--- config.mk ---
export PLATFORM = sky130hd
export DESIGN_NAME = keypad_scanner
export DESIGN_NICKNAME = d
export VERILOG_FILES = /design/src/rtl/keypad_scanner.sv
export SDC_FILE = /design/constraint.sdc
export NUM_CORES = 1
export LEC_CHECK = 0
export CAP_MARGIN = 10
export CORE_UTILIZATION = 55
export DETAILED_ROUTE_END_ITERATION = 8
export GPL_TIMING_DRIVEN = 1
export PLACE_DENSITY = 0.8
export SLEW_MARGIN = 20
export SYNTH_ARGS = -nofsm -noshare
export SYNTH_HDL_FRONTEND = slang
export SYNTH_SLANG_ARGS = --single-unit
--- constraint.sdc ---
create_clock -name clk -period 2.99 [get_ports clk]
set_clock_uncertainty 0.05 [all_clocks]
set_input_delay 0.4485 -clock clk [delete_from_list [all_inputs] [get_ports clk]]
set_output_delay 0.4485 -clock clk [all_outputs]
set_load 0.03 [all_outputs]
--- src/rtl/keypad_scanner.sv ---
// 4x4 matrix keypad scanner: row drive, 2-flop column sync, press/release debounce, hex key codes.
// Optional build macro KEYPAD_GHOST_REJECT_EN rejects presses that show more than one low column.
module keypad_scanner #(
    parameter int SCAN_DIV        = 24000,
    parameter int DEBOUNCE_CYCLES = 480000
) (
    input  logic       clk,
    input  logic       reset,
    input  logic [3:0] col_n,
    output logic [3:0] row_n,
    output logic [3:0] key_code,
    output logic       key_valid,
    output logic       key_held
);
    localparam int SW = (SCAN_DIV > 1) ? $clog2(SCAN_DIV) : 1;
    localparam int DW = (DEBOUNCE_CYCLES > 1) ? $clog2(DEBOUNCE_CYCLES) : 1;
    localparam logic [SW-1:0] SCAN_LAST = SW'(SCAN_DIV - 1);
    localparam logic [SW-1:0] SCAN_ONE  = SW'(1);
    localparam logic [SW-1:0] SCAN_ZERO = SW'(0);
    localparam logic [DW-1:0] DEB_LAST  = DW'(DEBOUNCE_CYCLES - 1);
    localparam logic [DW-1:0] DEB_ONE   = DW'(1);
    localparam logic [DW-1:0] DEB_ZERO  = DW'(0);
`ifdef KEYPAD_GHOST_REJECT_EN
    localparam logic GHOST_REJECT = 1'b1;
`else
    localparam logic GHOST_REJECT = 1'b0;
`endif

    typedef enum logic [1:0] {ST_SCAN = 2'd0, ST_DEBOUNCE = 2'd1, ST_HELD = 2'd2} state_t;

    state_t        r_state, w_state;
    logic [3:0]    r_sync1, r_sync2;
    logic [1:0]    r_row, w_row;
    logic [1:0]    r_col, w_col;
    logic [SW-1:0] r_dwell, w_dwell;
    logic [DW-1:0] r_deb, w_deb;
    logic [3:0]    r_row_n, w_row_n;
    logic [3:0]    r_key_code, w_key_code;
    logic          r_key_valid, w_key_valid;
    logic          r_key_held, w_key_held;
    logic [3:0]    w_low;
    logic          w_multi, w_ghost, w_col_low;

    function automatic logic [3:0] key_map(input logic [1:0] row, input logic [1:0] col);
        logic [3:0] code;
        case ({row, col})
            4'h0: code = 4'h1;  4'h1: code = 4'h2;  4'h2: code = 4'h3;  4'h3: code = 4'hA;
            4'h4: code = 4'h4;  4'h5: code = 4'h5;  4'h6: code = 4'h6;  4'h7: code = 4'hB;
            4'h8: code = 4'h7;  4'h9: code = 4'h8;  4'hA: code = 4'h9;  4'hB: code = 4'hC;
            4'hC: code = 4'hE;  4'hD: code = 4'h0;  4'hE: code = 4'hF;  4'hF: code = 4'hD;
            default: code = 4'h0;
        endcase
        return code;
    endfunction

    function automatic logic [1:0] lowest_col(input logic [3:0] low);
        logic [1:0] idx;
        if (low[0]) begin
            idx = 2'd0;
        end else if (low[1]) begin
            idx = 2'd1;
        end else if (low[2]) begin
            idx = 2'd2;
        end else begin
            idx = 2'd3;
        end
        return idx;
    endfunction

    assign w_low     = ~r_sync2;
    assign w_multi   = ((w_low & (w_low - 4'd1)) != 4'd0);
    assign w_ghost   = GHOST_REJECT & w_multi;
    assign w_col_low = w_low[r_col];

    // Next-state, counters and output decisions
    always_comb begin
        w_state     = r_state;
        w_row       = r_row;
        w_col       = r_col;
        w_dwell     = r_dwell;
        w_deb       = r_deb;
        w_key_code  = r_key_code;
        w_key_valid = 1'b0;
        w_key_held  = r_key_held;
        case (r_state)
            ST_SCAN: begin
                if (r_dwell == SCAN_LAST) begin
                    w_dwell = SCAN_ZERO;
                    if ((w_low == 4'd0) || w_ghost) begin
                        w_row = r_row + 2'd1;
                    end else begin
                        w_col   = lowest_col(w_low);
                        w_deb   = DEB_ZERO;
                        w_state = ST_DEBOUNCE;
                    end
                end else begin
                    w_dwell = r_dwell + SCAN_ONE;
                end
            end
            ST_DEBOUNCE: begin
                if (!w_col_low || w_ghost) begin
                    w_deb   = DEB_ZERO;
                    w_dwell = SCAN_ZERO;
                    w_row   = r_row + 2'd1;
                    w_state = ST_SCAN;
                end else if (r_deb == DEB_LAST) begin
                    w_deb       = DEB_ZERO;
                    w_key_code  = key_map(r_row, r_col);
                    w_key_valid = 1'b1;
                    w_key_held  = 1'b1;
                    w_state     = ST_HELD;
                end else begin
                    w_deb = r_deb + DEB_ONE;
                end
            end
            ST_HELD: begin
                // Only the latched column matters; the counter here measures release time
                if (w_col_low) begin
                    w_deb = DEB_ZERO;
                end else if (r_deb == DEB_LAST) begin
                    w_deb      = DEB_ZERO;
                    w_key_held = 1'b0;
                    w_dwell    = SCAN_ZERO;
                    w_row      = r_row + 2'd1;
                    w_state    = ST_SCAN;
                end else begin
                    w_deb = r_deb + DEB_ONE;
                end
            end
            default: begin
                w_state    = ST_SCAN;
                w_row      = 2'd0;
                w_dwell    = SCAN_ZERO;
                w_deb      = DEB_ZERO;
                w_key_held = 1'b0;
            end
        endcase
        case (w_row)
            2'd0:    w_row_n = 4'b1110;
            2'd1:    w_row_n = 4'b1101;
            2'd2:    w_row_n = 4'b1011;
            2'd3:    w_row_n = 4'b0111;
            default: w_row_n = 4'b1110;
        endcase
    end

    // State register, column synchronizer and registered outputs
    always_ff @(posedge clk) begin
        if (reset) begin
            r_sync1     <= 4'b1111;
            r_sync2     <= 4'b1111;
            r_state     <= ST_SCAN;
            r_row       <= 2'd0;
            r_col       <= 2'd0;
            r_dwell     <= SCAN_ZERO;
            r_deb       <= DEB_ZERO;
            r_row_n     <= 4'b1110;
            r_key_code  <= 4'h0;
            r_key_valid <= 1'b0;
            r_key_held  <= 1'b0;
        end else begin
            r_sync1     <= col_n;
            r_sync2     <= r_sync1;
            r_state     <= w_state;
            r_row       <= w_row;
            r_col       <= w_col;
            r_dwell     <= w_dwell;
            r_deb       <= w_deb;
            r_row_n     <= w_row_n;
            r_key_code  <= w_key_code;
            r_key_valid <= w_key_valid;
            r_key_held  <= w_key_held;
        end
    end

    assign row_n     = r_row_n;
    assign key_code  = r_key_code;
    assign key_valid = r_key_valid;
    assign key_held  = r_key_held;
endmodule

==> results.sh, run 1 <==
export IMPL_firstDrtPassIters=4
export IMPL_cts_tree="built"
export IMPL_worstHoldEndpoint="r_sync2[2]$_SDFF_PP1_"
export IMPL_clock_root_buffer="clkbuf_8"
export IMPL_synth_enable_flop_cells=0
export IMPL_yosysMostFrequentCell="dfxtp_1"
export IMPL_num_antenna_cells=0
export IMPL_start_kind="flip-flop"
export IMPL_gr_usage_all_layers_pct=25.5
export IMPL_drive_gt1_share_pct=10.8
export IMPL_critPathMaxStageDelay_ns=0.65
export IMPL_grt_use_met1_pct=31.0
export IMPL_setup_viol=0
export IMPL_fill_cells=443
export IMPL_multi_input_area_um2=1680
export IMPL_fin_crit_ns=2.63
export IMPL_clkSlewWorstSetupHoldPaths_ns=0.07
export IMPL_grt_remaining_overflow=0
export IMPL_clk_latency_ns=0.34
export IMPL_synth_fp_nets=366
export IMPL_final_setup_worst_slack_ns=0.357
export IMPL_core_area_um2=5140
export IMPL_regArea_um2=1160
export IMPL_synth_top_area_cell="dfxtp_1"
export IMPL_hold_path_class="flip-flop to flip-flop"
export IMPL_tns_ns=0
export IMPL_crit_chain="mux4_2 > or2_1 > and2_1 > a31o_1 > or3_1"
export IMPL_yosys_most_used_dff="dfxtp_1"
export IMPL_p_leak_nw=1.23
export IMPL_start_util_pct=57.5
export IMPL_grt_max_degree=29
export IMPL_cts_buffers=9
export IMPL_synthDistinctLibCells=57
export IMPL_portBuffers=15
export IMPL_crit_type="flip-flop to flip-flop"
export IMPL_syn_to_final_growth_pct=15.8
export IMPL_rsz0062_at_grt="no"
export IMPL_first_global_vias=2370
export IMPL_die_h_um=75.3
export IMPL_viasPerCell=5.80
export IMPL_grtUsageMet3_pct=6.08
export IMPL_routabilityCongestion=0.855
export IMPL_synth_warnings=0
export IMPL_cts_htree_levels=3
export IMPL_yosys_register_bits=58
export IMPL_placed_area_um2=3160
export IMPL_rrSetupSlack_ns=0.36
export IMPL_grt_antenna_before_repair=0
export IMPL_use_met2_pct=42.8
export IMPL_r2r_start="r_col[0]$_SDFFE_PP0P_"
export IMPL_cts_hold_buf=0
export IMPL_die_area_um2=5670
export IMPL_min_from="r_sync1[2]$_SDFF_PP1_"
export IMPL_hpwlAfterDp_um=4210
export IMPL_syn_inst=349
export IMPL_finalPower_w=0.00193
export IMPL_crit_arrival_ns=2.81
export IMPL_drc_errors=0
export IMPL_finalMaxSlewViolations=0
export IMPL_reg2reg_depth=5
export IMPL_cts_resized=0
export IMPL_ys_seq_area_share_pct=39.3
export IMPL_routed_wl_um=6580
export IMPL_critPathSlowestCell="mux4_2"
export IMPL_clk_path_buf_depth=2
export IMPL_clock_sink_count=58
export IMPL_vias=2547
export IMPL_post_drt_wl_per_cell_um=15.0
export IMPL_synth_common_cells="dfxtp_1 (58), nor2_1 (37), nand2_1 (28)"
export IMPL_syn_area_per_cell_um2=8.47
export IMPL_busiest_layer="met2"
export IMPL_rr_endpoint="row_n[1]$_SDFF_PP1_"
export IMPL_post_cts_buffers=0
export IMPL_cp_end_kind="flip-flop"
export IMPL_worstPathMaxFanout=12
export IMPL_post_place_ws_ns=0.384
export IMPL_io_pins=16
export IMPL_ant_nets=0
export IMPL_synth_top_area_share_pct=39.3
export IMPL_dr_first_iter_drc_count=231
export IMPL_worst_pin_slew_ns=0.566
export IMPL_grt_pass1_wl_um=10800
export IMPL_synthTopCellsByArea="dfxtp_1 (39%), nor2_1 (4.7%), ha_1 (4.7%)"
export IMPL_fin_nets=381
export IMPL_finalCritPeriodShare_pct=88.0
export IMPL_die_w_um=75.3
export IMPL_fin_area_um2=3420
export IMPL_rows=26
export IMPL_power_density_nw_per_um2=562
export IMPL_relSlewSlack_pct=62.0
export IMPL_fin_hold_ws_ns=0.352
export IMPL_cp_data_required_time_ns=3.17
export IMPL_syn_area_um2=2960
export IMPL_hold_path_depth=1
export IMPL_irDropWorstVdd_mv=0.339
export IMPL_async_flop_share_pct=0
export IMPL_status="completed"
export IMPL_finalHoldViolCount=0
export IMPL_maxCapViolations=0
export IMPL_max_freq_ghz=0.380
[routing by layer]
metal | vias to the layer above | part of all wire (%)
met2 | 54 | 49
met4 | 0 | 2.2
met3 | 14 | 3.7
met1 | 1200 | 45
met5 | - | 0
li1 | 1279 | -
[flip-flops by register name (all words and copies together), names as in the netlist]
signal	count
r_deb	19
key_code	4
r_dwell	15
r_row	2
r_col	2
key_held	1
row_n	4
r_sync2	4
key_valid	1
r_state	2
r_sync1	4
[worst max-delay path by stage]
stage | slack, ns | start | end | depth (start not counted)
6_report | 0.36 | r_col[0]$_SDFFE_PP0P_ | row_n[1]$_SDFF_PP1_ | 5
5_1_grt | 0.19 | r_col[0]$_SDFFE_PP0P_ | row_n[1]$_SDFF_PP1_ | 5
4_1_cts | 0.37 | r_col[0]$_SDFFE_PP0P_ | row_n[1]$_SDFF_PP1_ | 5
3_5_place_dp | 0.38 | r_col[0]$_SDFFE_PP0P_ | row_n[1]$_SDFF_PP1_ | 5
3_3_place_gp | 0.42 | r_col[0]$_SDFFE_PP0P_ | row_n[1]$_SDFF_PP1_ | 5
2_1_floorplan | 0.65 | r_col[0]$_SDFFE_PP0P_ | row_n[1]$_SDFF_PP1_ | 6
[critical path: cells and delay by family, from the launching register on]
kind / cells / cell delay [ns]
multiplexers: 1 / 0.65
AND/OR/NAND/NOR: 3 / 1.07
AO/OA/AOI/OAI: 1 / 0.28
flip-flops: 1 / 0.48
[area by class of cell]
cell class                      count  area share [%]
Clock inverter                      5            3.65
Sequential cell                    58            33.9
Multi-Input combinational cell    265            48.9
Clock buffer                       11            4.13
Timing Repair Buffer               22            5.92
Tap cell                           70            2.56
Inverter                            8           0.877
[where the power goes]
part	leakage, nW	switching [W]	internal (W)
sequential	0.470	0.0000175	0.000792
combinational	0.626	0.0000869	0.0000566
clock	0.134	0.000313	0.000660
total	1.23	0.000418	0.00151
[cells by family after synthesis]
kind of cell,synth area share [%]
buf+inv,4.06
flops,39.3
mux,3.22
simple gates,29.2
xor+xnor,4.44
compound gates,15.2
fa+ha+maj,4.66
[stage by stage]
step / util (%) / instances
finish: 66.6 / 439
global route: 66.6 / 439
CTS: 66.6 / 439
detailed placement: 61.4 / 423
global placement: 61.4 / 423
floorplan: - / 349
[layout by cell type, fill, tap and decap left out, types with 7 or more instances in the layout]
cell type	n
inv_1	8
clkbuf_8	10
or2_2	10
dfxtp_1	58
nor2_1	37
nand3_1	14
nand2_1	28
ha_1	11
o21ai_0	23
and3_1	7
clkdlybuf4s50_1	15
or3_1	8
nand4_1	15
a21oi_1	20
buf_4	7
xor2_1	14
No activity file was read; power rests on OpenSTA's default activity.
==> inputs of run 2 (changes only) <==
--- a/config.mk
+++ b/config.mk
@@ -5,11 +5,14 @@
 export SDC_FILE = /design/constraint.sdc
 export NUM_CORES = 1
 export LEC_CHECK = 0
+export ABC_AREA = 0
 export CAP_MARGIN = 10
+export CORE_MARGIN = 10
 export CORE_UTILIZATION = 55
 export DETAILED_ROUTE_END_ITERATION = 8
 export GPL_TIMING_DRIVEN = 1
 export PLACE_DENSITY = 0.8
+export REMOVE_ABC_BUFFERS = 1
 export SLEW_MARGIN = 20
 export SYNTH_ARGS = -nofsm -noshare
 export SYNTH_HDL_FRONTEND = slang
==> results.sh, run 2 (same netlist as run 1, synthesis figures left out) <==
export IMPL_worst_pin_slew_ns=0.473
export IMPL_cts_tree="built"
export IMPL_maxCapViolations=0
export IMPL_clock_sink_count=58
export IMPL_core_area_um2=5170
export IMPL_fin_crit_ns=2.55
export IMPL_finalMaxSlewViolations=0
export IMPL_post_place_ws_ns=0.470
export IMPL_hold_path_class="flip-flop to flip-flop"
export IMPL_dr_first_iter_drc_count=102
export IMPL_ant_nets=0
export IMPL_grt_antenna_before_repair=0
export IMPL_r2r_start="r_deb[0]$_SDFFE_PP0P_"
export IMPL_worstPathMaxFanout=7
export IMPL_rr_endpoint="row_n[1]$_SDFF_PP1_"
export IMPL_io_pins=16
export IMPL_grt_max_degree=26
export IMPL_cp_data_required_time_ns=3.16
export IMPL_routabilityCongestion=0.876
export IMPL_vias=2488
export IMPL_crit_family="simple AND/OR/NAND/NOR gates"
export IMPL_drive_gt1_share_pct=11.3
export IMPL_rsz0062_at_grt="no"
export IMPL_first_global_vias=2343
export IMPL_irDropWorstVdd_mv=0.274
export IMPL_grt_pass1_wl_um=10200
export IMPL_largest_register="r_deb"
export IMPL_finalPower_w=0.00157
export IMPL_viasPerCell=5.64
export IMPL_post_drt_wl_per_cell_um=13.2
export IMPL_worstHoldEndpoint="r_sync2[0]$_SDFF_PP1_"
export IMPL_tns_ns=0
export IMPL_largest_reg_flops=19
export IMPL_grt_remaining_overflow=0
export IMPL_crit_buf_inv=0
export IMPL_hpwlAfterDp_um=4150
export IMPL_clkSlewWorstSetupHoldPaths_ns=0.07
export IMPL_clock_root_buffer="clkbuf_8"
export IMPL_status="completed"
export IMPL_hold_path_depth=1
export IMPL_start_util_pct=57.2
export IMPL_crit_type="flip-flop to flip-flop"
export IMPL_routed_wl_um=5810
export IMPL_layout_common_cells="dfxtp_1 (58), nor2_1 (37), nand2_1 (28)"
export IMPL_critPathMaxStageDelay_ns=0.49
export IMPL_finalHoldViolCount=0
export IMPL_max_freq_ghz=0.392
export IMPL_final_setup_worst_slack_ns=0.437
export IMPL_crit_chain="ha_1 > nand3_1 > or3_1 > o31a_1 > o21ai_0 > nand3_1 > or3_1"
export IMPL_min_from="r_sync1[0]$_SDFF_PP1_"
export IMPL_rrSetupSlack_ns=0.44
export IMPL_drc_errors=0
export IMPL_critPathSlowestCell="or3_1"
export IMPL_dpl_cell_count=425
export IMPL_setup_viol=0
export IMPL_fin_nets=383
export IMPL_cts_htree_levels=3
export IMPL_die_w_um=93.3
export IMPL_layout_commonest_cell="dfxtp_1"
export IMPL_fin_cells=441
export IMPL_post_cts_buffers=0
export IMPL_cts_buffers=9
export IMPL_num_antenna_cells=0
export IMPL_rows=26
export IMPL_reg2reg_depth=7
export IMPL_clk_path_buf_depth=2
export IMPL_gr_usage_all_layers_pct=14.3
export IMPL_firstDrtPassIters=4
export IMPL_cts_hold_buf=0
export IMPL_power_density_nw_per_um2=470
export IMPL_die_h_um=93.3
export IMPL_portBuffers=15
export IMPL_cp_end_kind="flip-flop"
export IMPL_p_leak_nw=1.19
export IMPL_die_area_um2=8710
export IMPL_reg_top3="r_deb: 19 flops, r_dwell: 15 flops"
export IMPL_crit_arrival_ns=2.73
export IMPL_syn_to_final_growth_pct=13.1
export IMPL_clk_latency_ns=0.34
export IMPL_cts_resized=0
export IMPL_finalCritPeriodShare_pct=85.4
export IMPL_start_kind="flip-flop"
export IMPL_relSlewSlack_pct=68.2
[run 2: cell count changes in the layout (fill, tap and decap cells not counted)]
cell,before,now
clkinv_2,1,3
bufinv_16,4,0
clkinvlp_4,0,2
buf_4,7,9
[run 2: worst reg2reg max path: stages, from the launching register on]
cell and delay, ns:
dfxtp_1 0.39, ha_1 0.23, nand3_1 0.17, or3_1 0.49, o31a_1 0.31, o21ai_0 0.30, nand3_1 0.14, or3_1 0.35
[run 2: area by class of cell]
type                    count  area [um^2]
inverters                   8         30.0
multi-input cells         265         1680
well taps                  70         87.6
repair buffers             24          218
clock inverters             5         30.0
fillers                   420         1830
clock buffers              11          141
flip-flops and latches     58         1160
[run 2: metrics by stage]
stage	cell area [um^2]	utilization [%]	hold WS (ns)
floorplan	2870	-	0.339
global placement	3170	61.3	0.340
detailed placement	3170	61.3	0.343
CTS	3340	64.6	0.360
global route	3340	64.6	0.370
finish	3340	64.6	0.360
[run 2: worst max path at each step]
stage / slack [ns] / cells past startpoint / from / endpoint
finish: 0.44 / 7 / r_deb[0]$_SDFFE_PP0P_ / row_n[1]$_SDFF_PP1_
global route: 0.19 / 7 / r_deb[0]$_SDFFE_PP0P_ / row_n[1]$_SDFF_PP1_
CTS: 0.45 / 7 / r_deb[0]$_SDFFE_PP0P_ / row_n[1]$_SDFF_PP1_
detailed placement: 0.47 / 7 / r_deb[0]$_SDFFE_PP0P_ / row_n[1]$_SDFF_PP1_
global placement: 0.55 / 6 / r_col[0]$_SDFFE_PP0P_ / r_deb[18]$_SDFFE_PP0P_
floorplan: 0.34 / 6 / r_col[0]$_SDFFE_PP0P_ / r_deb[18]$_SDFFE_PP0P_
[run 2: per-layer routing]
metal	routed length, um	share of wire [%]	GRT usage, %	vias up
li1	-	-	-	1288
met1	2660	46	15.8	1150
met2	2780	48	23.7	41
met3	280	4.8	4.96	9
met4	82	1.4	7.20	0
met5	0	0	0	-
[run 2: power by group]
group	switching (W)	leakage [nW]	total (W)	internal [W]
Sequential	0.0000166	0.470	0.000808	0.000792
Combinational	0.0000828	0.637	0.000138	0.0000557
Clock	0.000306	0.0851	0.000624	0.000318
Total	0.000406	1.19	0.00157	0.00117
==> inputs of run 3 (changes only) <==
--- a/config.mk
+++ b/config.mk
@@ -8,10 +8,10 @@
 export ABC_AREA = 0
 export CAP_MARGIN = 10
 export CORE_MARGIN = 10
-export CORE_UTILIZATION = 55
+export CORE_UTILIZATION = 54
 export DETAILED_ROUTE_END_ITERATION = 8
 export GPL_TIMING_DRIVEN = 1
-export PLACE_DENSITY = 0.8
+export PLACE_DENSITY = 0.82
 export REMOVE_ABC_BUFFERS = 1
 export SLEW_MARGIN = 20
 export SYNTH_ARGS = -nofsm -noshare
==> constraint.sdc (replaced) <==
create_clock -name clk -period 2.1 [get_ports clk]
set_clock_uncertainty 0.05 [all_clocks]
set_input_delay 0.315 -clock clk [delete_from_list [all_inputs] [get_ports clk]]
set_output_delay 0.315 -clock clk [all_outputs]
set_load 0.03 [all_outputs]
==> results.sh, run 3 (same netlist as run 1, synthesis figures left out) <==
export IMPL_clk_latency_ns=0.35
export IMPL_first_global_vias=3140
export IMPL_fin_nets=469
export IMPL_rrSetupSlack_ns=-0.36
export IMPL_routabilityCongestion=0.911
export IMPL_cp_data_required_time_ns=2.26
export IMPL_dpl_cell_count=489
export IMPL_worstPathMaxFanout=6
export IMPL_clock_root_buffer="clkbuf_8"
export IMPL_core_area_um2=5200
export IMPL_p_leak_nw=1.75
export IMPL_crit_type="flip-flop to flip-flop"
export IMPL_gr_usage_all_layers_pct=20.3
export IMPL_reg_top3="r_deb: 19 flops, r_dwell: 15 flops"
export IMPL_start_util_pct=56.8
export IMPL_clock_sink_count=58
export IMPL_viasPerCell=6.47
export IMPL_multi_input_area_um2=1980
export IMPL_largest_reg_flops=19
export IMPL_grt_max_degree=36
export IMPL_clkSlewWorstSetupHoldPaths_ns=0.08
export IMPL_grt_pass1_wl_um=14600
export IMPL_clk_path_buf_depth=2
export IMPL_layout_commonest_cell="buf_4"
export IMPL_fin_crit_ns=2.46
export IMPL_violations="setup timing"
export IMPL_dr_first_iter_drc_count=446
export IMPL_cts_hold_buf=0
export IMPL_status="finished with violations"
export IMPL_cts_buffers=9
export IMPL_relSlewSlack_pct=71.6
export IMPL_final_setup_worst_slack_ns=-0.358
export IMPL_vias=3408
export IMPL_io_pins=16
export IMPL_layout_common_cells="buf_4 (74), dfxtp_1 (51), nor2_1 (36)"
export IMPL_hpwlAfterDp_um=5190
export IMPL_die_h_um=94.0
export IMPL_largest_register="r_deb"
export IMPL_syn_to_final_growth_pct=50.7
export IMPL_cts_htree_levels=3
export IMPL_hold_path_class="flip-flop to flip-flop"
export IMPL_regArea_um2=1170
export IMPL_cts_tree="built"
export IMPL_grt_antenna_before_repair=0
export IMPL_worst_pin_slew_ns=0.424
export IMPL_power_density_nw_per_um2=588
export IMPL_maxCapViolations=0
export IMPL_cp_end_kind="flip-flop"
export IMPL_firstDrtPassIters=5
export IMPL_max_freq_ghz=0.407
export IMPL_routed_wl_um=11500
export IMPL_fin_area_um2=4460
export IMPL_num_antenna_cells=0
export IMPL_finalHoldViolCount=0
export IMPL_start_kind="flip-flop"
export IMPL_setup_viol=43
export IMPL_crit_arrival_ns=2.62
export IMPL_ant_nets=0
export IMPL_rows=26
export IMPL_post_drt_wl_per_cell_um=21.7
export IMPL_drc_errors=0
export IMPL_die_w_um=94.0
export IMPL_fin_cells=527
export IMPL_post_place_ws_ns=-0.149
export IMPL_finalCritPeriodShare_pct=117
export IMPL_finalMaxSlewViolations=0
export IMPL_grt_remaining_overflow=0
export IMPL_placed_area_um2=3680
export IMPL_drive_gt1_share_pct=39.2
export IMPL_die_area_um2=8840
export IMPL_portBuffers=15
export IMPL_fin_hold_ws_ns=0.363
export IMPL_irDropWorstVdd_mv=0.407
export IMPL_fill_cells=259
export IMPL_rsz0062_at_grt="yes"
run 3: cell types whose count changed in the layout (fill, tap and decap cells not counted), moves of 5 or more:
cell	change
a21oi_1	-6
o21ai_1	+9
buf_6	+13
a21oi_2	+6
buf_4	+65
o21ai_0	-15
dfxtp_1	-7
buf_12	+5
dfxtp_2	+7
o21ai_2	+5
run 3: final cells by class:
class,instances,share of cell area (%)
tap,70,1.97
clock buffer,9,2.78
sequential,58,26.3
inverter,8,0.674
timing repair buffer,110,22.2
clock inverter,7,1.77
multi-input combinational,265,44.4
run 3: final timing paths:
kind / end / cells after the start / from
worst max-delay path: r_deb[9]$_SDFFE_PP0P_ / 7 / r_dwell[0]$_SDFFE_PP0P_
worst min-delay path: r_sync2[0]$_SDFF_PP1_ / 1 / r_sync1[0]$_SDFF_PP1_
worst max register to register: r_deb[9]$_SDFFE_PP0P_ / 7 / r_dwell[0]$_SDFFE_PP0P_
worst min register to register: r_sync2[0]$_SDFF_PP1_ / 1 / r_sync1[0]$_SDFF_PP1_
run 3: worst max-delay path, stage by stage, from the launching register on:
cell,delay (ns)
dfxtp_2,0.36
ha_4,0.14
nand4_1,0.10
or4_4,0.66
o21a_4,0.27
nor2_4,0.14
a41oi_2,0.17
a311oi_1,0.44
run 3: report_power, final:
| group | leakage, nW | internal, W | switching (W) |
|---|---|---|---|
| Combinational | 1.19 | 0.000178 | 0.000208 |
| Clock | 0.0921 | 0.000555 | 0.000525 |
| Sequential | 0.473 | 0.00113 | 0.0000235 |
| Total | 1.75 | 0.00186 | 0.000757 |
run 3: per-layer routing:
metal	track usage [%]	wire (um)	vias to the layer above
li1	-	-	1463
met4	13.2	858	0
met3	4.56	1020	85
met5	0	0	-
met2	33.9	5520	268
met1	22.9	4060	1592
run 3: what timing repair did:
action                     4_1_cts  5_1_grt
setup buffers                   10       11
gates resized for setup         37       62
pin swaps                       12       39
gates cloned                     1        2
setup endpoints to repair       44       48
run 3: through the flow:
stage          setup TNS [ns]  total power, W  util, %
3_5_place_dp            -2.62         0.00143     70.6
2_1_floorplan          -14.63         0.00130        -
3_3_place_gp           -0.831         0.00142     70.6
6_report                -5.29         0.00262     85.6
5_1_grt                 -7.85         0.00269     85.6
4_1_cts                -0.148         0.00249     78.5
==> RTL edit, RTL diff (flow settings as in run 3) <==
The parameter `SCAN_DIV` goes from 24000 to 48000.
--- a/src/rtl/keypad_scanner.sv
+++ b/src/rtl/keypad_scanner.sv
@@ -1,7 +1,7 @@
 // 4x4 matrix keypad scanner: row drive, 2-flop column sync, press/release debounce, hex key codes.
 // Optional build macro KEYPAD_GHOST_REJECT_EN rejects presses that show more than one low column.
 module keypad_scanner #(
-    parameter int SCAN_DIV        = 24000,
+    parameter int SCAN_DIV        = 48000,
     parameter int DEBOUNCE_CYCLES = 480000
 ) (
     input  logic       clk,
Behaviour: same outputs for any inputs over 10 cycles, from zero or initial values and one cycle with reset high; that may be too few to reach the edited logic, so the function may still have changed.
==> RTL edit against run 3 <==
The flow still finishes with violations (setup timing). Sequential cell count up 1. Area after synthesis hardly changed. Power rose by 5.5%. Sequential share of layout area increased by 1.2 points. First-iteration DRC count is 52% lower. Core utilization is 2.6 points lower. Design area is 3.1% lower. Wire length is 11% lower. Non-clock buffer count fell by 24. Worst setup slack better by 0.063 ns. Synthesized cell count unchanged.
==> RTL edit: results (changes against run 3) <==
* Hold Crit Start: r_sync1[1] (was r_sync1[0])
* Largest regs: r_deb x19, r_dwell x16 (was r_deb x19, r_dwell x15)
* Setup WS pre-CTS at -0.306 ns (was -0.149 ns)
* Setup-failing EPs final at 44 (was 43)
* Vias in the first global route at 2,887 (was 3,140)
* Initial drt markers at 214 (was 446)
* Clock sink count at 59 (was 58)
* Buffer share of cell area at 18.2% (was 22.2%)
* Failing checks: setup timing (unchanged)
* Layout cells sized above 1 at 34.8% (was 39.2%)
* Worst-margin pin slew at 0.663 ns (was 0.424 ns)
* Placed inst area at 3540 um2 (was 3680 um2)
* Seq/Total Area, Yosys at 39.9% (was 39.3%)
* Post-Route Setup TNS at -6.37 ns (was -5.29 ns)
* Met2 GRT Util at 31.7% (was 33.9%)
* Vias per Instance at 6.29 (was 6.47)
* Psw at 0.760 mW (was 0.757 mW)
* Met2 WL at 5340 um (was 5520 um)
* Multi-input gates at 264 (was 265)
* Final nets at 449 (was 469)
* Reg area at 1180 um2 (was 1170 um2)
* Max IR drop VDD at 0.000578 V (was 0.000407 V)
* Status: complete, but fails checks (unchanged)
* Hold_ws at 0.361 ns (was 0.363 ns)
* End of the worst hold path: r_sync2[1] (was r_sync2[0])
* M3 GR Usage at 5.12% (was 4.56%)
* Setup slack after layout at -0.295 ns (was -0.358 ns)
* Area of the multi-input gates at 1990 um2 (was 1980 um2)
* Met1 WL at 3500 um (was 4060 um)
* Total combinational power at 0.393 mW (was 0.386 mW)
* Reg-to-reg endpoint: r_dwell[4] (was r_deb[9])
* Reg2reg setup slack at -0.30 ns (was -0.36 ns)
* Fill count at 266 (was 259)
* Internal power component at 2.00 mW (was 1.86 mW)
* Clock network area share at 5.21% (was 4.55%)
* Vias at 3,187 (was 3,408)
* Most frequent cells after synthesis: dfxtp_1 (59), nor2_1 (49), nand2_1 (36) (was dfxtp_1 (58), nor2_1 (37), nand2_1 (28))
* Seq/total area at 27.4% (was 26.3%)
* DRT Pass-1 Iters at 8 (was 5)
* Top cells by area, synth: dfxtp_1 (40%), xnor2_1 (7.1%), nor2_1 (6.2%) (was dfxtp_1 (39%), nor2_1 (4.7%), ha_1 (4.7%))
* Routed wl met3 at 776 um (was 1020 um)
* Routability-driven placement congestion ratio at 0.855 (was 0.911)
* Diodes inserted at 0 (unchanged)
* WL per Instance at 20.0 um (was 21.7 um)
* Gr usage total at 18.0% (was 20.3%)
* Reg2Reg Depth at 6 (was 7)
* First-pass GRT wire length at 12,800 um (was 14,600 um)
* Invs w/o clock at 12 (was 8)
* Total leakage power at 1.61 nW (was 1.75 nW)
* Area growth syn-to-layout at 46.0% (was 50.7%)
* Routing usage on met1 at 18.8% (was 22.9%)
* Critical Path AT at 2.57 ns (was 2.62 ns)
-- RTL edit: worst reg2reg max path, cell delays in order (launching register included) --
cell and delay, ns:
dfxtp_2 0.33, or4b_4 0.53, or4_4 0.45, o31a_4 0.36, buf_6 0.16, o21ai_0 0.28
a21oi_2 0.10
-- RTL edit: worst max path at each step --
stage	end	cells past startpoint	slack, ns
floorplan	row_n[1]	6	-0.27
finish	r_dwell[4]	6	-0.30
global route	r_dwell[4]	6	-0.36
CTS	r_dwell[13]	6	-0.20
global placement	r_dwell[13]	6	-0.24
detailed placement	r_dwell[13]	6	-0.31
-- RTL edit: kinds of logic after synthesis --
family | synth area share, %
compound gates | 12.9
flops | 39.9
buf+inv | 4.36
xor+xnor | 8.00
fa+ha+maj | 4.99
mux | 2.16
simple gates | 27.7
-- RTL edit: what timing repair did --
item,CTS,global route
endpoints found under the setup margin,22,48
resized for setup,28,55
buffers inserted,7,7
pin swaps,18,21
gates cloned,1,3
